**src/rtl/booth_pkg.sv**
```systemverilog
// Shared definitions for the radix-4 Booth multiplier.
// FSM states, Booth digit codes and the extended-width helper.
package booth_pkg;

    typedef enum logic [1:0] {
        IDLE = 2'd0,
        CALC = 2'd1,
        DONE = 2'd2
    } state_e;

    // Magnitude of a Booth digit; the sign travels separately.
    typedef enum logic [1:0] {
        DIG_ZERO = 2'd0,
        DIG_PM1  = 2'd1,
        DIG_PM2  = 2'd2
    } digit_e;

    localparam logic DIG_NEG = 1'b1;

    // Operands are widened to an even width with at least one guard bit,
    // so unsigned all-ones values are never misread as negative.
    function automatic int ext_width(input int w);
        return (w % 2 == 0) ? w + 2 : w + 1;
    endfunction

endpackage

```
**src/rtl/booth_r4_encoder.sv**
```systemverilog
// Radix-4 Booth recoder.
// Maps the {Q[1],Q[0],Q(-1)} window to a signed multiple select.
module booth_r4_encoder
    import booth_pkg::*;
(
    input  logic [2:0] window,
    output logic       neg,
    output logic       one,
    output logic       two
);

    digit_e digit;

    // Recode the window into a digit magnitude and a negate flag.
    always_comb begin
        digit = DIG_ZERO;
        neg   = 1'b0;
        case (window)
            3'b001,
            3'b010: digit = DIG_PM1;
            3'b011: digit = DIG_PM2;
            3'b100: begin
                digit = DIG_PM2;
                neg   = DIG_NEG;
            end
            3'b101,
            3'b110: begin
                digit = DIG_PM1;
                neg   = DIG_NEG;
            end
            default: begin
                digit = DIG_ZERO;
                neg   = 1'b0;
            end
        endcase
        one = (digit == DIG_PM1);
        two = (digit == DIG_PM2);
    end

endmodule

```
**src/rtl/booth_multiplier_r4.sv**
```systemverilog
// Iterative radix-4 Booth multiplier, two multiplier bits per cycle.
// Signed or unsigned per operation, valid/ready on both sides.
module booth_multiplier_r4
    import booth_pkg::*;
#(
    parameter int WIDTH = 8
) (
    input  logic               clk,
    input  logic               rst,
    input  logic               in_valid,
    output logic               in_ready,
    input  logic               signed_mode,
    input  logic [WIDTH-1:0]   M,
    input  logic [WIDTH-1:0]   Q,
    output logic               out_valid,
    input  logic               out_ready,
    output logic [2*WIDTH-1:0] result
);

    localparam int EW   = ext_width(WIDTH);
    localparam int ITER = EW / 2;
    localparam int AW   = EW + 2;
    localparam int CW   = $clog2(ITER + 1);

    state_e state;
    state_e state_next;

    logic [AW-1:0] acc;
    logic [EW-1:0] m_reg;
    logic [EW-1:0] q_reg;
    logic          q_m1;
    logic [CW-1:0] cnt;

    logic          neg;
    logic          one;
    logic          two;
    logic          last_step;
    logic          ext_m;
    logic          ext_q;

    logic [AW-1:0] m_ext;
    logic [AW-1:0] mult;
    logic [AW-1:0] addend;
    logic [AW-1:0] acc_sum;

    logic signed [AW+EW:0] joined;
    logic [AW+EW:0]        shifted;

    booth_r4_encoder u_enc (
        .window ({q_reg[1:0], q_m1}),
        .neg    (neg),
        .one    (one),
        .two    (two)
    );

    assign last_step = (cnt == CW'(ITER - 1));
    assign ext_m     = signed_mode & M[WIDTH-1];
    assign ext_q     = signed_mode & Q[WIDTH-1];

    assign m_ext   = {{2{m_reg[EW-1]}}, m_reg};
    assign mult    = two ? {m_ext[AW-2:0], 1'b0} :
                     one ? m_ext : '0;
    assign addend  = neg ? (~mult + AW'(1)) : mult;
    assign acc_sum = acc + addend;
    assign joined  = {acc_sum, q_reg, q_m1};
    assign shifted = joined >>> 2;

    // State register.
    always_ff @(posedge clk or posedge rst) begin
        if (rst) begin
            state <= IDLE;
        end else begin
            state <= state_next;
        end
    end

    // Next-state and handshake outputs.
    always_comb begin
        state_next = state;
        in_ready   = 1'b0;
        out_valid  = 1'b0;
        unique case (state)
            IDLE: begin
                in_ready = 1'b1;
                if (in_valid) state_next = CALC;
            end
            CALC: begin
                if (last_step) state_next = DONE;
            end
            DONE: begin
                out_valid = 1'b1;
                if (out_ready) state_next = IDLE;
            end
            default: state_next = IDLE;
        endcase
    end

    // Operand load, Booth step with shift, and result capture.
    always_ff @(posedge clk or posedge rst) begin
        if (rst) begin
            acc    <= '0;
            m_reg  <= '0;
            q_reg  <= '0;
            q_m1   <= 1'b0;
            cnt    <= '0;
            result <= '0;
        end else if (state == IDLE && in_valid) begin
            m_reg <= {{(EW-WIDTH){ext_m}}, M};
            q_reg <= {{(EW-WIDTH){ext_q}}, Q};
            acc   <= '0;
            q_m1  <= 1'b0;
            cnt   <= '0;
        end else if (state == CALC) begin
            acc   <= shifted[AW+EW:EW+1];
            q_reg <= shifted[EW:1];
            q_m1  <= shifted[0];
            cnt   <= cnt + CW'(1);
            if (last_step) begin
                result <= shifted[2*WIDTH:1];
            end
        end
    end

endmodule
```
**config.mk**
```make
export PLATFORM = sky130hd
export DESIGN_NAME = booth_multiplier_r4
export DESIGN_NICKNAME = d
export VERILOG_FILES = /design/src/rtl/booth_pkg.sv /design/src/rtl/booth_r4_encoder.sv /design/src/rtl/booth_multiplier_r4.sv
export SDC_FILE = /design/constraint.sdc
export NUM_CORES = 1
export LEC_CHECK = 0
export ABC_AREA = 0
export CORE_UTILIZATION = 45
export DETAILED_ROUTE_END_ITERATION = 6
export PLACE_DENSITY_LB_ADDON = 0.2
export SLEW_MARGIN = 20
export SYNTH_ARGS = -nofsm -noshare
export SYNTH_HDL_FRONTEND = slang
export SYNTH_SLANG_ARGS = --single-unit
```
**constraint.sdc**
```tcl
create_clock -name clk -period 11 [get_ports clk]
set_clock_uncertainty 0.15 [all_clocks]
set_input_delay 1.1 -clock clk [delete_from_list [all_inputs] [get_ports clk]]
set_output_delay 1.1 -clock clk [all_outputs]
set_load 0.03 [all_outputs]
```
Word-level counts from Yosys, hierarchy flattened

Cells that the tools add are included.

Add/subtract/negate cells: 3
Equality and inequality tests: 14
Bitwise operators: 4
Reductions and logical operators: 8
Muxes and demuxes: 19

Operators with widths:

| cell                                                             | count |
|---|---|
| 12-bit 2-to-1 mux                                                | 5 |
| 10-bit 2-to-1 mux                                                | 2 |
| 12-bit by 1-bit adder with 12-bit output (second input constant) | 1 |
| 12-bit adder                                                     | 1 |
| 3-bit == test (second input constant)                            | 4 |
| 12-bit NOT                                                       | 1 |
| 3-bit by 2-bit == test with 1-bit output (second input constant) | 2 |
| 2-bit 2-to-1 mux                                                 | 3 |
| 3-bit 2-to-1 mux                                                 | 2 |
| 2-bit != test (second input constant)                            | 3 |
| 2-bit one-hot mux with 3 select lines                            | 1 |
| 3-bit AND reduction                                              | 2 |
| 1-bit 2-to-1 mux                                                 | 5 |
| 2-bit by 1-bit == test with 1-bit output (second input constant) | 2 |
| 2-bit == test (second input constant)                            | 2 |
| 2-bit one-hot mux with 2 select lines                            | 1 |
| 4-bit OR reduction                                               | 1 |
| 3-bit by 1-bit adder with 3-bit output (second input constant)   | 1 |
| 3-bit by 1-bit == test with 1-bit output (second input constant) | 1 |
| 3-bit OR reduction                                               | 1 |
| 1-bit AND                                                        | 2 |
| 2-bit logical NOT                                                | 1 |
| 2-bit nonzero test                                               | 1 |
| 2-bit OR reduction                                               | 1 |
| other kinds (2)                                                  | 2 |

Logic and storage cells: 55
Flip-flop bits (word level): 53
Output and inout bits: 18
Input bits: 21

Longest topological paths before layout

Gate-level depths: netlist (run 1).

Depth after elaboration: 12
Depth in mapped cells: 18
Depth with buffers taken out: 17

By module

From an unflattened synthesis (run 1), not the netlist that was laid out.

Cell total of the unflattened synthesis: 314
Area total of the unflattened synthesis: 2980.4 um2

Modules (own cells, without submodules):

| module              | seq. area each (um2) | cells an instance | instances | area an instance (um2) |
|---|---|---|---|---|
| booth_multiplier_r4 | 1276.2               | 309               | 1         | 2949.1 |
| booth_r4_encoder    | 0.0                  | 5                 | 1         | 31.3 |

Least setup slack after synthesis (run 1)

Ideal clock, no wire load.

Path type: register to register
From: register q_reg[0]
To: register acc[10]
Data arrival time: 3.430 ns
Library setup time: 0.074 ns
Data required time: 10.776 ns
Stages on the path, launching flop included: 17
Clock period less this slack: 3.654 ns
Slack: 7.346 ns
Path buffers: 2
Cells stage by stage: dfrtp_1 > inv_1 > ha_1 > buf_4 > clkbuf_1 > a21oi_1 > ha_1 > nor2_1 > a21oi_1 > ha_1 > a211oi_2 > o211ai_1 > a41oi_1 > o21ai_1 > xor2_1 > or3_2 > o21ai_2

Cells in the longest elaborated chain, start to end: 12
Elaborated cells between the ends (all ways): 21
Classes of those cells: add/sub (2); eq/ne (8); mux (7); bitwise (1); reduce/logical (3)

RTL lines:

| element                                                                | RTL line                   | text |
|---|---|---|
| start: declaration                                                     | booth_multiplier_r4.sv:30  | `logic [EW-1:0] q_reg;` |
| start signal: assignment                                               | booth_multiplier_r4.sv:109 | `q_reg <= {{(EW-WIDTH){ext_q}}, Q};` |
| start signal: assignment                                               | booth_multiplier_r4.sv:115 | `q_reg <= shifted[EW:1];` |
| 3-bit by 1-bit == test with 1-bit output, or another cell as far along | booth_r4_encoder.sv:18     | `case (window)` |
| 4-bit OR reduction (no line) or 2-bit OR reduction (tied branches)     | n/a                        |  |
| 2-bit one-hot mux with 2 select lines                                  | booth_r4_encoder.sv:18     |  |
| 2-bit by 1-bit == test with 1-bit output                               | booth_r4_encoder.sv:36     | `one = (digit == DIG_PM1);` |
| 12-bit 2-to-1 mux                                                      | booth_multiplier_r4.sv:62  | `one ? m_ext : '0;` |
| 12-bit 2-to-1 mux                                                      | booth_multiplier_r4.sv:61  | `assign mult = two ? {m_ext[AW-2:0], 1'b0} :` |
| 12-bit NOT                                                             | booth_multiplier_r4.sv:63  | `assign addend = neg ? (~mult + AW'(1)) : mult;` |
| 12-bit by 1-bit adder with 12-bit output                               | booth_multiplier_r4.sv:63  |  |
| 12-bit 2-to-1 mux *                                                    | booth_multiplier_r4.sv:63  |  |
| 12-bit adder *                                                         | booth_multiplier_r4.sv:64  | `assign acc_sum = acc + addend;` |
| 12-bit 2-to-1 mux *                                                    | booth_multiplier_r4.sv:113 | `end else if (state == CALC) begin` |
| 12-bit 2-to-1 mux *                                                    | booth_multiplier_r4.sv:107 | `end else if (state == IDLE && in_valid) begin` |
| end signal: assignment                                                 | booth_multiplier_r4.sv:114 | `acc <= shifted[AW+EW:EW+1];` |
| end: declaration                                                       | booth_multiplier_r4.sv:28  | `logic [AW-1:0] acc;` |

Mark *: on every way between the ends. The rest lies on a longest branch, timed or not. The select of a mux whose other input is x is not followed.
A chain may end at the register's enable or synchronous reset.

Worst setup path after layout (run 1)

Ends and elaborated chain as after synthesis.

==> results of run 1 <==
-- path summary, 6_finish.rpt --
path,start,end,slack (ns)
max in group asynchronous,rst,m_reg[5],9.06
min in group asynchronous,rst,result[9],1.12
hold / removal,result[14],result[14],0.34
hold reg to reg,result[14],result[14],0.34
setup / recovery,q_reg[0],acc[10],6.73
setup reg to reg,q_reg[0],acc[10],6.73
-- metrics by stage --
stage	hold slack (ns)	util	setup WS, ns	area, um2
2_1_floorplan	0.311	-	7.35	3010
3_3_place_gp	0.319	0.537	6.83	3430
3_5_place_dp	0.329	0.537	6.76	3430
4_1_cts	0.352	0.552	6.73	3520
5_1_grt	0.379	0.552	6.36	3530
6_report	0.343	0.552	6.73	3530
-- cell families after synthesis --
group                      after synthesis
and+or+nand+nor                        115
DFF                                     51
AOI/OAI and AO/OA                       84
buffers and inverters                   26
muxes                                   11
adders and majority gates               20
xor gates and xnor gates                19
-- layer usage --
metal	up-vias	global-route usage	part of all wire
li1	1192	-	-
met1	1097	0.263	0.48
met2	39	0.307	0.47
met3	6	0.0307	0.033
met4	0	0.0570	0.0099
met5	-	0	0
-- final cells by class --
cell class | instances | area, um2
clock inverter | 1 | 8.76
sequential | 51 | 1280
inverter | 11 | 42.5
tap | 77 | 96.3
fill | 581 | 2860
multi-input combinational | 249 | 1620
timing repair buffer | 40 | 395
clock buffer | 7 | 86.3
-- cell usage after synthesis (2+ instances only) --
library cell / number
a31oi_1: 4
o21ai_2: 2
nor3_1: 5
o31ai_1: 3
a21o_1: 5
clkbuf_1: 12
ha_1: 19
nor2b_1: 2
dfrtp_1: 51
o21ai_1: 13
nand2b_1: 4
o211ai_1: 4
mux2_2: 3
and2_1: 3
nand2_1: 68
mux2_1: 7
nor2_1: 14
a21oi_1: 18
buf_4: 2
xnor2_1: 8
xor2_1: 11
inv_1: 11
o21ai_0: 13
nand3_1: 13
a22oi_1: 9
-- critical path, cell delays in order (launching register included) --
cell      delay (ns)
dfrtp_1         0.39
inv_1           0.09
ha_1            0.65
inv_1           0.24
and3_1          0.22
a21oi_1         0.16
ha_1            0.22
a21boi_1        0.25
nor2_1          0.08
xnor2_1         0.18
ha_1            0.29
o21ai_0         0.09
nand2_1         0.10
a41oi_1         0.29
o21ai_1         0.13
xor2_1          0.18
or3_2           0.42
o21ai_2         0.06
==> summary.txt, run 1 <==
STA
  – Final-layout setup total negative slack: 0 ns
  – Slew headroom: 0.369
  – Count of final max-slew check failures: 0
  – Number of setup violations in the final report: 0
  – Final period util: 0.388
  – Transition time at the pin with the least slew margin: 0.944 ns
  – Final hold vios: 0
  – Post-route minimum period: 4.27 ns
  – RSZ-0062 raised after global routing: no
  – Maximum achievable frequency: 234 MHz

Routing
  – Detailed router's first-iteration violation count: 127
  – DR pass1 iterations: 4
  – WL/cell: 14.1 um
  – Count of antenna-violating nets left after detailed routing: 0
  – Post-route DRC: 0
  – Via count normalized by instance count: 5.35
  – Vias post-DR: 2334
  – Total wire length: 6160 um

GRT
  – Global-route wire length before repair: 10800 um
  – Residual overflow from global routing: 0
  – Number of global-route vias before repair: 2326
  – Initial antenna violation count: 0
  – Overall track demand over capacity in global routing: 0.190
  – Maximum number of pins on one net before global-route repair: 52

Logic synthesis
  – Most instantiated flip-flop cell in the synthesis netlist: dfrtp_1
  – Number of warnings reported in the yosys synthesis log: 0
  – Post-synthesis cell type with the largest combined area: dfrtp_1
  – Area fraction in and, or, nand and nor cells after synthesis: 0.169
  – Post-Syn Nets: 367
  – EDFF count, synth: 0
  – Dominant cells by area after synthesis: dfrtp_1 42%, nand2_1 8.5%, ha_1 7.9%
  – Proportion of netlist area held by the largest area contributor: 0.424
  – Compound-Gate Fraction of Synth Area: 0.186
  – Async set-or-reset flop fraction in the synthesized netlist: 1.00
  – Area of the mapped netlist: 3010 um2
  – Sequential-to-total area share from yosys stat: 0.424
  – Adder-cell share of the synthesized area: 0.0857
  – Number of synthesized register bits: 51
  – Combinational family with the most area after synthesis: compound AO/OA/AOI/OAI gates
  – Netlist cell types: 47
  – Avg Inst Size Synth: 9.23 um2
  – Synthesized netlist cell count: 326
  – Fraction of synthesized cell area in xor and xnor cells: 0.0553
  – Proportion of synthesized area in mux cells: 0.0424

Final layout
  – Synthesis-to-finish area growth: 17.2%
  – Most frequent standard cell in the layout excluding fill and tap cells: nand2_1
  – Commonest cells after routing, fill and taps aside: 68 x nand2_1, 51 x dfrtp_1, 38 x clkdlybuf4s50_1
  – Non-filler cells in the finished layout: 436
  – Fraction of layout cells with a size suffix above 1: 0.0641
  – Flip-flop count of the largest register, all copies and words added: 16
  – Diodes inserted: 0
  – Net count of the finished layout: 399

Place
  – Cell total after placement: 428
  – Port bufs: 38
  – Detail Placement HPWL: 4510 um
  – Final Wtd Congestion: 0.843

Status
  – Run status: finished clean

Setup path
  – Maximum fanout along the worst path: 20
  – Kind of critical path: reg -> reg
  – Category of the worst setup path capture point: flip-flop
  – Worst Reg-to-Reg Cells: 17
  – CP startpoint kind: flip-flop
  – Data required time at the worst endpoint: 11.09 ns
  – Critical path arrival: 4.35 ns

Clocking
  – Number of buffers added to fix hold violations after cts: 0
  – Post-cts resize count: 0
  – Latest clock arrival within the worst-skew pair: 0.30 ns
  – Number of buffers between clock root and the deepest sink: 2
  – Post-CTS setup-driven buffer insertion count: 0
  – CTS tree: built
  – Maximum level of the CTS H-tree: 2
  – CTS Sinks: 51
  – CTS Root Cell: clkbuf_8
  – Num CTS Buffers: 5
  – Clock transition at path regs: 0.10 ns

Floorplan
  – DIE HEIGHT: 83.8 um
  – Die width: 83.8 um
  – Area of the die: 7020 um2
  – Area of the core region: 6390 um2
  – Initial Utilization: 0.471
  – Ports placed on the boundary: 39
  – Standard-cell rows: 29

Flow run
  – Max Cap Violations: 0

Worst hold path
  – Cell depth of the worst min-delay path: 2
  – Class of the worst hold path: reg -> reg
Power of run 1 is not shown: default switching activity piles up to over one toggle a cycle in this logic, so the estimate is an artifact.
==> run 2: changes to the inputs <==
- clock period: 11 -> 3.7 ns (I/O delays scaled with it)
==> run 2 against run 1 <==
  * Flip-flop and latch count unchanged
  * Critical path depth decreased by 1
  * Critical endpoint unchanged
  * Final cell count rose by 3.9%
  * Clock-buffer cell count fell by 1
  * Cell area up 6.1%
  * Hold slack lost 0.0030 ns
  * Register-to-register slack lost 6.5 ns
==> summary.txt, run 2 (same netlist as run 1, synthesis figures left out) <==
Final layout
  – Flip-flop count of the largest register, all copies and words added: 16
  – Diodes inserted: 0
  – Storage cell area: 1280 um2
  – Fraction of layout cells with a size suffix above 1: 0.136
  – Non-filler cells in the finished layout: 453
  – Most frequent standard cell in the layout excluding fill and tap cells: nand2_1
  – Net count of the finished layout: 416
  – Area occupied by multi-input gates: 1670 um2
  – Filler Cells Inserted: 583
  – Commonest cells after routing, fill and taps aside: 68 x nand2_1, 51 x dfrtp_1, 38 x clkdlybuf4s50_1
  – Synthesis-to-finish area growth: 24.3%

Routing
  – Post-route DRC: 0
  – Via count normalized by instance count: 5.40
  – Count of antenna-violating nets left after detailed routing: 0
  – Vias post-DR: 2448
  – DR pass1 iterations: 5
  – WL/cell: 14.3 um
  – Detailed router's first-iteration violation count: 143
  – Total wire length: 6460 um

Setup path
  – CP startpoint kind: flip-flop
  – Standard cell with the maximum stage delay on the critical path: dfrtp_1
  – Critical path arrival: 3.60 ns
  – CP peak stage delay: 0.39 ns
  – Category of the worst setup path capture point: flip-flop
  – Data required time at the worst endpoint: 3.80 ns
  – Kind of critical path: reg -> reg
  – Maximum fanout along the worst path: 3
  – Cell Chain, Critical Path: inv_1, ha_2, mux2_4, and3_1, a21oi_2, ha_2, nor2_2, a21oi_2, ha_1, a211oi_2, o211ai_1, a41oi_2, o21ai_2, xor2_1, or3_4, o21ai_2

GRT
  – Residual overflow from global routing: 0
  – Maximum number of pins on one net before global-route repair: 52
  – Initial antenna violation count: 0
  – Global-route wire length before repair: 10900 um
  – Overall track demand over capacity in global routing: 0.195
  – Number of global-route vias before repair: 2334

STA
  – Final period util: 0.946
  – Final hold vios: 0
  – Number of setup violations in the final report: 0
  – Count of final max-slew check failures: 0
  – Slew headroom: 0.402
  – Transition time at the pin with the least slew margin: 0.894 ns
  – Post-route minimum period: 3.50 ns
  – Maximum achievable frequency: 286 MHz

Floorplan
  – Area of the die: 7020 um2
  – Die width: 83.8 um
  – Standard-cell rows: 29
  – Initial Utilization: 0.471
  – Ports placed on the boundary: 39
  – Area of the core region: 6390 um2
  – DIE HEIGHT: 83.8 um

Worst hold path
  – Class of the worst hold path: reg -> reg

Clocking
  – CTS Root Cell: clkbuf_8
  – CTS Sinks: 51
  – Clock transition at path regs: 0.10 ns
  – Maximum level of the CTS H-tree: 2
  – CTS tree: built
  – Latest clock arrival within the worst-skew pair: 0.31 ns
  – Number of buffers between clock root and the deepest sink: 2
  – Num CTS Buffers: 5

Place
  – Final Wtd Congestion: 0.853
  – Detail Placement HPWL: 4610 um
  – Cell total after placement: 439
  – Port bufs: 38

Flow run
  – Max Cap Violations: 0

Status
  – Run status: finished clean
-- run 2: cell types whose count changed in the layout (fill, tap and decap cells not counted), moves of 2 or more --
cell	before	now
a21oi_1	18	15
a21oi_2	0	3
buf_4	2	18
ha_1	19	17
ha_2	0	2
-- run 2: stage by stage --
step,TNS [ns],area (um2),utilization,hold WS [ns],worst slack (ns)
after global routing,-0.00687,3740,0.586,0.374,-0.00687
after CTS,0,3660,0.573,0.350,0.0215
after detailed placement,-0.112,3520,0.552,0.324,-0.112
after global placement,-0.0176,3520,0.552,0.320,-0.0176
after floorplan,0,3010,-,0.311,0.0461
final,0,3740,0.586,0.340,0.198
-- run 2: path summary, 6_finish.rpt --
path	start	to	slack, ns	cells past startpoint
max	q_reg[0]	acc[10]	0.20	16
min	result[15]	result[15]	0.34	2
max reg2reg	q_reg[0]	acc[10]	0.20	16
min reg2reg	result[15]	result[15]	0.34	2
max in group asynchronous	rst	result[13]	2.51	2
min in group asynchronous	rst	q_reg[9]	0.37	2
-- run 2: layer usage --
| metal | track usage | wire, um |
|---|---|---|
| met2 | 0.334 | 3170 |
| met1 | 0.254 | 3030 |
| met5 | 0 | 0 |
| met4 | 0.0555 | 64 |
| met3 | 0.0356 | 200 |
-- run 2: cell type report --
cell class	count	share of cell area
multi-input combinational	249	0.446
inverter	11	0.0114
tap	77	0.0258
sequential	51	0.341
timing repair buffer	57	0.143
clock buffer	6	0.0221
clock inverter	2	0.0104
-- run 2: timing repair --
item / CTS / global route
gates resized for setup: 3 / 9
hold buffers: 0 / 0
pin swaps: 1 / 9
buffers inserted: 0 / 6
endpoints found under the setup margin: 2 / 5
-- run 2: worst max-delay path, delay by kind of cell, from the launching register on --
kind	cells	cell delay (ns)
and+or+nand+nor	3	0.62
DFF	1	0.39
xor gates and xnor gates	1	0.17
muxes	1	0.26
adders and majority gates	3	0.81
buffers and inverters	1	0.07
AOI/OAI and AO/OA	7	0.99
Power of run 2 is left out for the same reason.
